### src/rtl/snake_pkg.sv
// Shared definitions for the snake game control path: scheduler state
// encoding, turn direction codes and default debounce width.
package snake_pkg;

    typedef enum logic [1:0] {
        TS_IDLE = 2'd0,
        TS_RUN  = 2'd1,
        TS_HALT = 2'd2
    } ts_state_t;

    localparam logic TURN_LEFT  = 1'b0;
    localparam logic TURN_RIGHT = 1'b1;

    localparam int DEFAULT_DEBOUNCE_BIT   = 18;
    localparam int DEFAULT_FIFO_DEPTH_BIT = 1;

endpackage

### src/rtl/key_debouncer.sv
// Two-flop synchroniser plus stability counter for one active-low key;
// emits a one-cycle press pulse on each accepted 1->0 transition.
module key_debouncer #(
    parameter int DEBOUNCE_BIT = 18
) (
    input  logic clock_25,
    input  logic reset,
    input  logic key_n,
    output logic press
);

    localparam logic [DEBOUNCE_BIT-1:0] COUNT_MAX = '1;

    logic                    sync_1;
    logic                    sync_2;
    logic                    level;
    logic [DEBOUNCE_BIT-1:0] count;

    always_ff @(posedge clock_25 or posedge reset) begin
        if (reset) begin
            sync_1 <= 1'b1;
            sync_2 <= 1'b1;
            level  <= 1'b1;
            count  <= '0;
            press  <= 1'b0;
        end else begin
            sync_1 <= key_n;
            sync_2 <= sync_1;
            press  <= 1'b0;
            // Any sample agreeing with the accepted level restarts the count.
            if (sync_2 == level) begin
                count <= '0;
            end else if (count == COUNT_MAX) begin
                level <= sync_2;
                count <= '0;
                press <= ~sync_2;
            end else begin
                count <= count + DEBOUNCE_BIT'(1);
            end
        end
    end

endmodule

### src/rtl/turn_request_scheduler.sv
// Turns debounced KEY2/KEY3 presses into queued turn requests and releases
// at most one per game_tik as a single-cycle turn_right/turn_left pulse.
module turn_request_scheduler
    import snake_pkg::*;
#(
    parameter int DEBOUNCE_BIT   = DEFAULT_DEBOUNCE_BIT,
    parameter int FIFO_DEPTH_BIT = DEFAULT_FIFO_DEPTH_BIT
) (
    input  logic                    clock_25,
    input  logic                    reset,
    input  logic                    key_right_n,
    input  logic                    key_left_n,
    input  logic                    game_tik,
    input  logic                    start,
    input  logic                    game_over,
    input  logic                    sync_reset,
    output logic                    turn_right,
    output logic                    turn_left,
    output logic [FIFO_DEPTH_BIT:0] pending_count,
    output logic                    overflow
);

    localparam int DEPTH = 1 << FIFO_DEPTH_BIT;
    localparam int PW    = FIFO_DEPTH_BIT + 1;

    logic press_right;
    logic press_left;

    key_debouncer #(.DEBOUNCE_BIT(DEBOUNCE_BIT)) u_key_right (
        .clock_25 (clock_25),
        .reset    (reset),
        .key_n    (key_right_n),
        .press    (press_right)
    );

    key_debouncer #(.DEBOUNCE_BIT(DEBOUNCE_BIT)) u_key_left (
        .clock_25 (clock_25),
        .reset    (reset),
        .key_n    (key_left_n),
        .press    (press_left)
    );

    ts_state_t        state;
    ts_state_t        state_next;
    logic [DEPTH-1:0] fifo_mem;
    logic [PW-1:0]    wr_ptr;
    logic [PW-1:0]    rd_ptr;
    logic [PW-1:0]    wr_ptr_next;
    logic [PW-1:0]    rd_ptr_next;
    logic             fifo_empty;
    logic             fifo_full;
    logic             head_dir;
    logic             push_req;
    logic             push;
    logic             pop;
    logic             drop;

    assign fifo_empty = (wr_ptr == rd_ptr);
    assign fifo_full  = (wr_ptr[PW-1] != rd_ptr[PW-1]) &&
                        (wr_ptr[PW-2:0] == rd_ptr[PW-2:0]);
    assign head_dir   = fifo_mem[rd_ptr[PW-2:0]];

    // Push is a fire-and-forget request (no back-pressure to the keys): it is
    // accepted when a slot is free after this cycle's pop, otherwise dropped.
    always_comb begin
        state_next = state;
        push_req   = 1'b0;
        push       = 1'b0;
        pop        = 1'b0;
        drop       = 1'b0;
        if (sync_reset) begin
            state_next = TS_IDLE;
        end else begin
            push_req = (state == TS_RUN) && (press_right ^ press_left);
            pop      = (state == TS_RUN) && game_tik && !fifo_empty;
            push     = push_req && (!fifo_full || pop);
            drop     = push_req && fifo_full && !pop;
            case (state)
                TS_IDLE: if (start && !game_over) state_next = TS_RUN;
                TS_RUN:  if (game_over) state_next = TS_HALT;
                TS_HALT: state_next = TS_HALT;
                default: state_next = TS_IDLE;
            endcase
        end
        wr_ptr_next = push ? wr_ptr + PW'(1) : wr_ptr;
        rd_ptr_next = pop  ? rd_ptr + PW'(1) : rd_ptr;
    end

    always_ff @(posedge clock_25 or posedge reset) begin
        if (reset) begin
            state         <= TS_IDLE;
            fifo_mem      <= '0;
            wr_ptr        <= '0;
            rd_ptr        <= '0;
            pending_count <= '0;
            turn_right    <= 1'b0;
            turn_left     <= 1'b0;
            overflow      <= 1'b0;
        end else begin
            state <= state_next;
            if (sync_reset) begin
                wr_ptr        <= '0;
                rd_ptr        <= '0;
                pending_count <= '0;
                turn_right    <= 1'b0;
                turn_left     <= 1'b0;
                overflow      <= 1'b0;
            end else begin
                wr_ptr        <= wr_ptr_next;
                rd_ptr        <= rd_ptr_next;
                pending_count <= wr_ptr_next - rd_ptr_next;
                turn_right    <= pop && (head_dir == TURN_RIGHT);
                turn_left     <= pop && (head_dir == TURN_LEFT);
                if (drop) overflow <= 1'b1;
                // When full with a pop, the write lands in the slot being read.
                if (push) fifo_mem[wr_ptr[PW-2:0]] <= press_right ? TURN_RIGHT : TURN_LEFT;
            end
        end
    end

endmodule

### config.mk
export PLATFORM = sky130hd
export DESIGN_NAME = turn_request_scheduler
export DESIGN_NICKNAME = d
export VERILOG_FILES = /design/src/rtl/snake_pkg.sv /design/src/rtl/key_debouncer.sv /design/src/rtl/turn_request_scheduler.sv
export SDC_FILE = /design/constraint.sdc
export NUM_CORES = 1
export LEC_CHECK = 0
export ABC_AREA = 1
export BUFFER_PORTS_ARGS = -buffer_cell sky130_fd_sc_hd__buf_2
export CORE_ASPECT_RATIO = 1.1
export CORE_MARGIN = 2
export CORE_UTILIZATION = 55
export DETAILED_ROUTE_END_ITERATION = 8
export GPL_TIMING_DRIVEN = 1
export PLACE_DENSITY = 0.7
export SYNTH_ARGS = -nofsm -noshare
export SYNTH_HDL_FRONTEND = slang
export SYNTH_HIERARCHICAL = 1
export SYNTH_SLANG_ARGS = --single-unit
### constraint.sdc
create_clock -name clock_25 -period 3.4 [get_ports clock_25]
set_input_delay 0.17 -clock clock_25 [delete_from_list [all_inputs] [get_ports clock_25]]
set_output_delay 0.17 -clock clock_25 [all_outputs]
set_load 0.01 [all_outputs]
* After elaboration in Yosys (flattened, before gate mapping)
Cells that the tools add are included.
** Storage, ports and cells
- Bits in registers :: 57
- Bits in latches :: 0
- Memory bits (writable) :: 0
- Memory bits (read-only) :: 0
- Bits of input ports :: 8
- Output and inout port bits :: 5
- Logic and storage cells :: 96
- Memories :: 0
** Cells by class
- Add/subtract/negate cells :: 5
- Multipliers :: 0
- Div/mod/pow operators :: 0
- Magnitude comparators :: 3
- Eq/ne operators :: 11
- Shifts and indexed selects :: 0
- Mux-type cells :: 30
- Bitwise logic cells :: 7
- Reductions and logical operators :: 22
** Operators with widths (number)
- 2-to-1 mux 18 bit :: 4
- adder 18 x 1 -> 18 bit (second input constant) :: 2
- equality test 18 bit (second input constant) :: 2
- 2-to-1 mux 2 bit :: 8
- 2-to-1 mux 1 bit :: 15
- logical AND 1 bit :: 11
- AND reduction 2 bit :: 4
- inequality test 3 bit (second input constant) :: 2
- inverter 1 bit :: 6
- one-hot mux 2 bit (3 select lines) :: 1
- adder 2 x 1 -> 2 bit (second input constant) :: 2
- zero test 1 bit :: 4
- < comparator 1 x 2 -> 1 bit (second input constant) :: 2
- equality test 1 bit :: 3
- bitwise mux 2 bit :: 1
- equality test 2 x 1 -> 1 bit (second input constant) :: 1
- equality test 2 bit :: 1
- equality test 2 bit (second input constant) :: 1
- zero test 2 bit :: 1
- nonzero test 2 bit :: 1
- subtractor 2 bit :: 1
- demux 1 bit (select 1 bit) :: 1
- greater-or-equal comparator 1 bit (second input constant) :: 1
- logical OR 1 bit :: 1
- 2 further kinds :: 2

* Longest topological paths before layout
Gate-level depths: netlist of run 1.
- Depth in word-level cells :: 9
- Gate-level depth with buffers :: 15
- Gate-level depth less buffers :: 15

* Cells and area by module
The synthesis of run 1 kept the hierarchy.
** Modules (own cells, without submodules)
- key_debouncer :: times used 2, cells each 137, area an instance 1228.7 um^2, seq. area each 554.3 um^2
- turn_request_scheduler :: times used 1, cells each 96, area an instance 777.0 um^2, seq. area each 325.3 um^2

* Worst setup path after synthesis of run 1
OpenSTA, ideal clock, no wires.
- Path type :: reg2reg
- From :: reg state[1]
- To :: reg pending_count[1]
- Library setup time :: 73 ps
- Arrival time :: 1702 ps
- Data required time :: 3327 ps
- Slack :: 1625 ps
- Stages on the path, launching flop included :: 16
- Clock period less this slack :: 1775 ps
- Cells stage by stage :: dfrtp_1 > inv_1 > ha_1 > inv_1 > nor2_4 > nand2_2 > nor2_2 > nand2_2 > nor2_1 > nor2_1 > ha_1 > inv_1 > nand3_2 > nand2_1 > nand2_1 > a21oi_2
** Between the ends
- Longest elaborated chain between the ends :: 9
- Elaborated cells between the ends (all ways) :: 12
- Classes of those cells :: add/sub (1); eq/ne (1); mux (5); reduce/logical (5)
** RTL lines
- start, declared :: line turn_request_scheduler.sv:43 : ts_state_t state;
- start signal, assigned :: line turn_request_scheduler.sv:100 : state <= state_next;
- equality test 2 x 1 -> 1 bit * :: line turn_request_scheduler.sv:74, turn_request_scheduler.sv:75
- logical AND 1 bit (2 in a row) :: line turn_request_scheduler.sv:75 : pop = (state == TS_RUN) && game_tik && !fifo_empty;
- logical OR 1 bit :: line turn_request_scheduler.sv:76 : push = push_req && (!fifo_full || pop);
- logical AND 1 bit :: line turn_request_scheduler.sv:76
- 2-to-1 mux 1 bit :: line turn_request_scheduler.sv:71 : if (sync_reset) begin
- 2-to-1 mux 2 bit :: line turn_request_scheduler.sv:85 : wr_ptr_next = push ? wr_ptr + PW'(1) : wr_ptr;
- subtractor 2 bit * :: line turn_request_scheduler.sv:111 : pending_count <= wr_ptr_next - rd_ptr_next;
- 2-to-1 mux 2 bit * :: line turn_request_scheduler.sv:101 : if (sync_reset) begin
- end signal, assigned :: line turn_request_scheduler.sv:111
- end, declared :: line turn_request_scheduler.sv:19 : output logic [FIFO_DEPTH_BIT:0] pending_count,
Mark *: on every way between the ends. The rest lies on a longest branch, timed or not.
A chain may end at the register's enable or synchronous reset.

* Worst setup path in the final report of run 1
Same ends and word-level chain as after synthesis.

==> impl_metrics.env, run 1 <==
export IMPL_leakage_nw=1.75
export IMPL_cp_data_arrival_time_ns=2.20
export IMPL_coreArea_mm2=0.00573
export IMPL_ys_top_cells_by_area="dfrtp_1, nand2_1, nor2_1"
export IMPL_clock_path_buffers=2
export IMPL_antenna_found_initial=0
export IMPL_grt_overflow_total=0
export IMPL_cp_top_family="simple AND/OR/NAND/NOR gates"
export IMPL_ys_ff_latch=57
export IMPL_clockPowerShare_pct=47.5
export IMPL_status="finished clean"
export IMPL_regToRegStartpoint="state[1]$_DFFE_PP0P_"
export IMPL_numCtsBuffers=9
export IMPL_cp_end_kind="flip-flop"
export IMPL_cp_cell_sequence="inv_1 > ha_1 > inv_1 > nor2_4 > nand2_2 > nor2_2 > nand2_2 > nor2_1 > nor2_1 > ha_1 > inv_1 > nand3_2 > nand2_1 > nand2_1 > a21oi_2"
export IMPL_setup_viol=0
export IMPL_reg2reg_depth=15
export IMPL_cts_resized=0
export IMPL_dr_pass1_iters=5
export IMPL_cp_common_cell="inv_1"
export IMPL_max_cap_viol_count=0
export IMPL_drc=0
export IMPL_critPathBufInv=3
export IMPL_skew_ns=0.00802
export IMPL_layout_nets=408
export IMPL_rsz0062_at_grt="no"
export IMPL_chipHeight_um=84.4
export IMPL_via_per_inst=4.88
export IMPL_die_x_um=77.1
export IMPL_clockRootBuffer="clkbuf_8"
export IMPL_syn_inst=370
export IMPL_ys_seq_area_share_pct=44.3
export IMPL_floorplan_initialDensity_pct=56.4
export IMPL_p_sw_mw=0.349
export IMPL_fin_tns_setup_ns=0
export IMPL_dp_hpwl_um=4080
export IMPL_critPathSlowestCell="dfrtp_1"
export IMPL_hp_class="input port to flip-flop"
export IMPL_placed_cell_area_mm2=0.00338
export IMPL_cts_sinks=57
export IMPL_cp_data_required_time_ns=3.66
export IMPL_worstMarginPinSlew_ns=0.839
export IMPL_first_iter_violations=94
export IMPL_p_sw_share_pct=22.4
export IMPL_ios=13
export IMPL_cts_tree="built"
export IMPL_startpoint="state[1]$_DFFE_PP0P_"
export IMPL_postRouteWirelength_um=5480
export IMPL_clk_latency_ns=0.32
export IMPL_yosysTopAreaCellShare_pct=39.5
export IMPL_final_layout_size_suffix_gt1_share_pct=26.0
export IMPL_cp_depth=15
export IMPL_antenna_cells=0
export IMPL_finalCritPeriodShare_pct=56.9
export IMPL_endpoint="pending_count[1]$_DFF_PP0_"
export IMPL_slew_violations=0
export IMPL_fmax_mhz=517
export IMPL_slowest_delay_ns=0.36
export IMPL_clk_pin_slew_ns=0.07
export IMPL_rows=29
export IMPL_portBuffers=12
export IMPL_slew_headroom_pct=44.0
export IMPL_p_seq_share_pct=45.6
export IMPL_synth_yosys_warnings=6
export IMPL_combPwrFrac_pct=6.9
export IMPL_p_int_mw=1.21
export IMPL_syn_area_mm2=0.00323
export IMPL_r2r_setup_slack_ns=1.46
export IMPL_drtAntennaViolNets=0
export IMPL_grt_pass1_vias=2348
export IMPL_grt_max_degree=23
export IMPL_vdd_ir_drop_max_mv=0.409
export IMPL_grt_use_total_pct=19.4
export IMPL_finish_instance_area_mm2=0.00365
export IMPL_syn_num_nets=383
export IMPL_die_area_mm2=0.00651
export IMPL_area_growth_pct=12.8
export IMPL_route_vias_total=2327
export IMPL_htree_levels=3
export IMPL_hold_viol=0
export IMPL_yosys_area_top_type="dfrtp_1"
export IMPL_worst_setup_path_type="flip-flop to flip-flop"
export IMPL_avgSynthCellArea_um2=8.74
export IMPL_power_density_mw_per_mm2=426
export IMPL_cp_start_kind="flip-flop"
export IMPL_timing_final_crit_period_ns=1.94
export IMPL_gp_congestion=0.796
export IMPL_worstPathMaxFanout=4
export IMPL_grt_first_pass_wirelength_um=10000
export IMPL_ys_types=32
export IMPL_wl_per_cell_um=11.5
export IMPL_timing_rr_end="pending_count[1]$_DFF_PP0_"
[worst min-delay path by stage]
stage	to	start	depth (start not counted)
floorplan	fifo_mem[0]$_DFFE_PP0P_	reset	1
global placement	state[0]$_DFFE_PP0P_	reset	2
detailed placement	state[1]$_DFFE_PP0P_	reset	2
CTS	pending_count[1]$_DFF_PP0_	sync_reset	2
global route	pending_count[1]$_DFF_PP0_	sync_reset	2
finish	pending_count[1]$_DFF_PP0_	sync_reset	2
[layer usage]
metal / up-vias / share of wire (%) / global-route usage (%)
met2: 15 / 53 / 34.8
met3: 2 / 2.1 / 5.70
met5: - / 0 / 0
li1: 1196 / - / -
met4: 0 / 0.53 / 5.68
met1: 1114 / 44 / 22.4
[worst reg2reg max path, delay by kind of cell (launching register included)]
family	cells	cell delay [ns]
simple gates	9	0.80
fa+ha+maj	2	0.39
flops	1	0.36
buf+inv	3	0.23
compound gates	1	0.10
[per-stage QoR]
step	instances	power, mW	hold WS, ns	utilization, %	setup WS (ns)
global placement	458	0.821	0.257	58.9	1.56
finish	477	1.56	0.146	63.6	1.46
CTS	477	1.59	0.124	63.6	1.46
global route	477	1.63	0.141	63.6	1.28
floorplan	370	0.802	0.0470	-	1.63
detailed placement	458	0.828	0.252	58.9	1.46
[power groups by stage]
stage               clock (mW)  sequential (mW)  combinational (mW)
floorplan                    0            0.718              0.0837
global route             0.794            0.710               0.125
CTS                      0.769            0.708               0.110
detailed placement           0            0.721               0.107
finish                   0.739            0.709               0.107
global placement             0            0.719               0.102
[kinds of logic (layout without fill, tap and decap cells)]
kind of cell	count (synthesis)	in the layout	synth area share, %
simple gates	227	227	39.0
flops	57	57	44.3
buf+inv	45	75	5.61
xor+xnor	22	22	6.42
compound gates	14	14	2.67
fa+ha+maj	5	5	1.93
[synth_stat cells]
cell / number
nand2_1: 88
dfrtp_1: 51
nor2_1: 46
inv_1: 40
nor2_2: 26
nand3_1: 20
xor2_1: 13
nand2_2: 10
xnor2_1: 7
dfstp_2: 6
ha_1: 5
nor2_4: 5
o21ai_0: 5
a21oi_1: 4
and2_1: 4
nand2_4: 4
nand3_2: 4
nand4_1: 4
nor2_8: 4
nor3_2: 4
inv_2: 2
inv_4: 2
nand2_8: 2
nand3_4: 2
nor3_4: 2
nor3b_1: 2
o21bai_1: 2
xnor2_2: 2
a21oi_2: 1
a32o_1: 1
buf_6: 1
o31ai_1: 1
[state kept, by name (all words and copies together) (netlist names)]
signal and cells:
turn_right 1, u_key_left/level 1, u_key_right/sync_2 1, u_key_left/sync_2 1, pending_count 2, fifo_mem 2, u_key_right/press 1, overflow 1
u_key_left/press 1, turn_left 1, u_key_right/count 18, u_key_left/count 18, u_key_right/level 1, rd_ptr 2, state 2, u_key_left/sync_1 1
wr_ptr 2, u_key_right/sync_1 1
[what timing repair did]
item                                   CTS  global route
hold buffers                             3             0
setup endpoints to repair                0             0
buffers inserted                         0             0
endpoints found under the hold margin   15             0
[final cells by class]
cell class | instances | area (µm²)
Fill cell | 510 | 2080
Multi-Input combinational cell | 268 | 1620
Sequential cell | 57 | 1430
Inverter | 44 | 170
Clock buffer | 12 | 165
Tap cell | 77 | 96.3
Timing Repair Buffer | 15 | 90.1
Clock inverter | 4 | 73.8
[cell usage in the layout, fill, tap and decap left out, types with 7 or more instances in the layout]
cell type  count
xor2_1        13
dfrtp_1       51
nor2_2        26
clkbuf_8      12
nand2_2       10
nor2_1        46
inv_1         40
nand3_1       20
buf_2         12
nand2_1       88
xnor2_1        7
No activity file was read; power rests on OpenSTA's default activity.
==> run 2: changes to the inputs <==
==> constraint.sdc (replaced) <==
create_clock -name clock_25 -period 2 [get_ports clock_25]
set_input_delay 0.1 -clock clock_25 [delete_from_list [all_inputs] [get_ports clock_25]]
set_output_delay 0.1 -clock clock_25 [all_outputs]
set_load 0.01 [all_outputs]
==> impl_metrics.env, run 2 (synthesis results as in run 1) <==
export IMPL_status="finished clean"
export IMPL_gp_congestion=0.798
export IMPL_rows=29
export IMPL_cp_data_arrival_time_ns=2.10
export IMPL_die_x_um=77.1
export IMPL_wl_per_cell_um=11.3
export IMPL_finalCritPeriodShare_pct=91.5
export IMPL_mostFrequentLayoutCells="nand2_1, dfrtp_1, nor2_1"
export IMPL_floorplan_initialDensity_pct=56.4
export IMPL_grt_use_total_pct=19.0
export IMPL_slew_headroom_pct=64.9
export IMPL_fmax_mhz=546
export IMPL_cts_tree="built"
export IMPL_final_common_cell="nand2_1"
export IMPL_cts_sinks=57
export IMPL_portBuffers=12
export IMPL_coreArea_mm2=0.00573
export IMPL_clk_pin_slew_ns=0.07
export IMPL_clk_latency_ns=0.33
export IMPL_placed_cell_area_mm2=0.00340
export IMPL_max_cap_viol_count=0
export IMPL_drc=0
export IMPL_power_density_mw_per_mm2=705
export IMPL_setup_viol=0
export IMPL_rsz0062_at_grt="no"
export IMPL_cp_data_required_time_ns=2.27
export IMPL_largestRegisters="u_key_left/count: 18 flops, u_key_right/count: 18 flops"
export IMPL_antenna_cells=0
export IMPL_finish_instance_area_mm2=0.00369
export IMPL_area_growth_pct=14.0
export IMPL_postRouteWirelength_um=5420
export IMPL_route_vias_total=2320
export IMPL_first_iter_violations=84
export IMPL_numCtsBuffers=9
export IMPL_antenna_found_initial=0
export IMPL_timing_final_crit_period_ns=1.83
export IMPL_grt_overflow_total=0
export IMPL_final_layout_size_suffix_gt1_share_pct=27.5
export IMPL_grt_pass1_vias=2344
export IMPL_htree_levels=3
export IMPL_holdPathStages=2
export IMPL_slew_violations=0
export IMPL_drtAntennaViolNets=0
export IMPL_chipHeight_um=84.4
export IMPL_dp_hpwl_um=4040
export IMPL_cp_end_kind="flip-flop"
export IMPL_via_per_inst=4.83
export IMPL_dr_pass1_iters=4
export IMPL_hp_class="input port to flip-flop"
export IMPL_clockRootBuffer="clkbuf_8"
export IMPL_cp_start_kind="flip-flop"
export IMPL_skew_ns=0.00783
export IMPL_worstMarginPinSlew_ns=0.527
export IMPL_worstPathMaxFanout=4
export IMPL_layout_nets=411
export IMPL_leakage_nw=1.75
export IMPL_grt_max_degree=23
export IMPL_fin_tns_setup_ns=0
export IMPL_clock_path_buffers=2
export IMPL_vdd_ir_drop_max_mv=0.445
export IMPL_ios=13
export IMPL_die_area_mm2=0.00651
export IMPL_worst_setup_path_type="flip-flop to flip-flop"
export IMPL_reg2reg_depth=15
export IMPL_grt_first_pass_wirelength_um=9920
export IMPL_hold_viol=0
## run 2: cell count changes in the layout (fill, tap and decap cells not counted), sizes merged
| cell | delta |
|---|---|
| buf | +3 |
| clkinv | +1 |
| clkbuf | -1 |
## run 2: path summary, 6_finish.rpt
check                                       startpoint                     endpoint  slack, ns
max in group asynchronous                        reset         turn_right$_DFF_PP0_       1.28
setup / recovery                  state[1]$_DFFE_PP0P_   pending_count[1]$_DFF_PP0_       0.17
min in group asynchronous                        reset  u_key_right/press$_DFF_PP0_       0.37
setup reg to reg                  state[1]$_DFFE_PP0P_   pending_count[1]$_DFF_PP0_       0.17
hold / removal                              sync_reset   pending_count[1]$_DFF_PP0_       0.07
hold reg to reg            u_key_left/sync_1$_DFF_PP1_  u_key_left/sync_2$_DFF_PP1_       0.36
## run 2: final cells by class
type | instances | area (µm²)
Inverter | 44 | 170
Clock buffer | 11 | 141
Multi-Input combinational cell | 268 | 1650
Tap cell | 77 | 96.3
Fill cell | 512 | 2050
Clock inverter | 5 | 78.8
Timing Repair Buffer | 18 | 113
Sequential cell | 57 | 1430
## run 2: routing by layer
metal	share of wire, %	GRT usage, %	vias up
li1	-	-	1203
met1	45	23.1	1099
met2	51	33.1	12
met3	1.8	2.90	6
met4	1.6	9.42	0
met5	0	0	-
## run 2: report_power, final
part	total [mW]	leakage (nW)	internal [mW]	switching, mW
Combinational	0.197	0.876	0.0733	0.123
Clock	1.19	0.113	0.734	0.461
Sequential	1.21	0.763	1.18	0.0250
Total	2.60	1.75	1.99	0.610
## run 2: per-stage QoR
stage	cells	hold slack [ns]	setup WS [ns]	utilization [%]	power, mW
finish	480	0.0665	0.169	64.3	2.60
global route	480	0.0807	0.00239	64.3	2.72
detailed placement	461	0.180	0.0632	59.3	1.41
floorplan	370	-0.0230	0.225	-	1.36
CTS	480	0.0523	0.0492	63.7	2.63
global placement	461	0.181	0.160	59.3	1.40
## run 2: what timing repair did
action                                  4_1_cts  5_1_grt
endpoints found under the setup margin        0        1
setup buffers                                 0        0
hold buffers                                  3        0
resized for setup                             0        9
hold endpoints to repair                     53        0
## run 2: critical path, stage by stage, from the launching register on
cell and delay, ns:
dfrtp_1 0.37, inv_2 0.08, ha_4 0.12, inv_1 0.05
nor2_4 0.11, nand2_2 0.08, nor2_4 0.15, nand2_4 0.08
nor2_4 0.12, nor2_2 0.06, ha_2 0.18, inv_1 0.06
nand3_2 0.07, nand2_1 0.08, nand2_1 0.06, a21oi_2 0.10
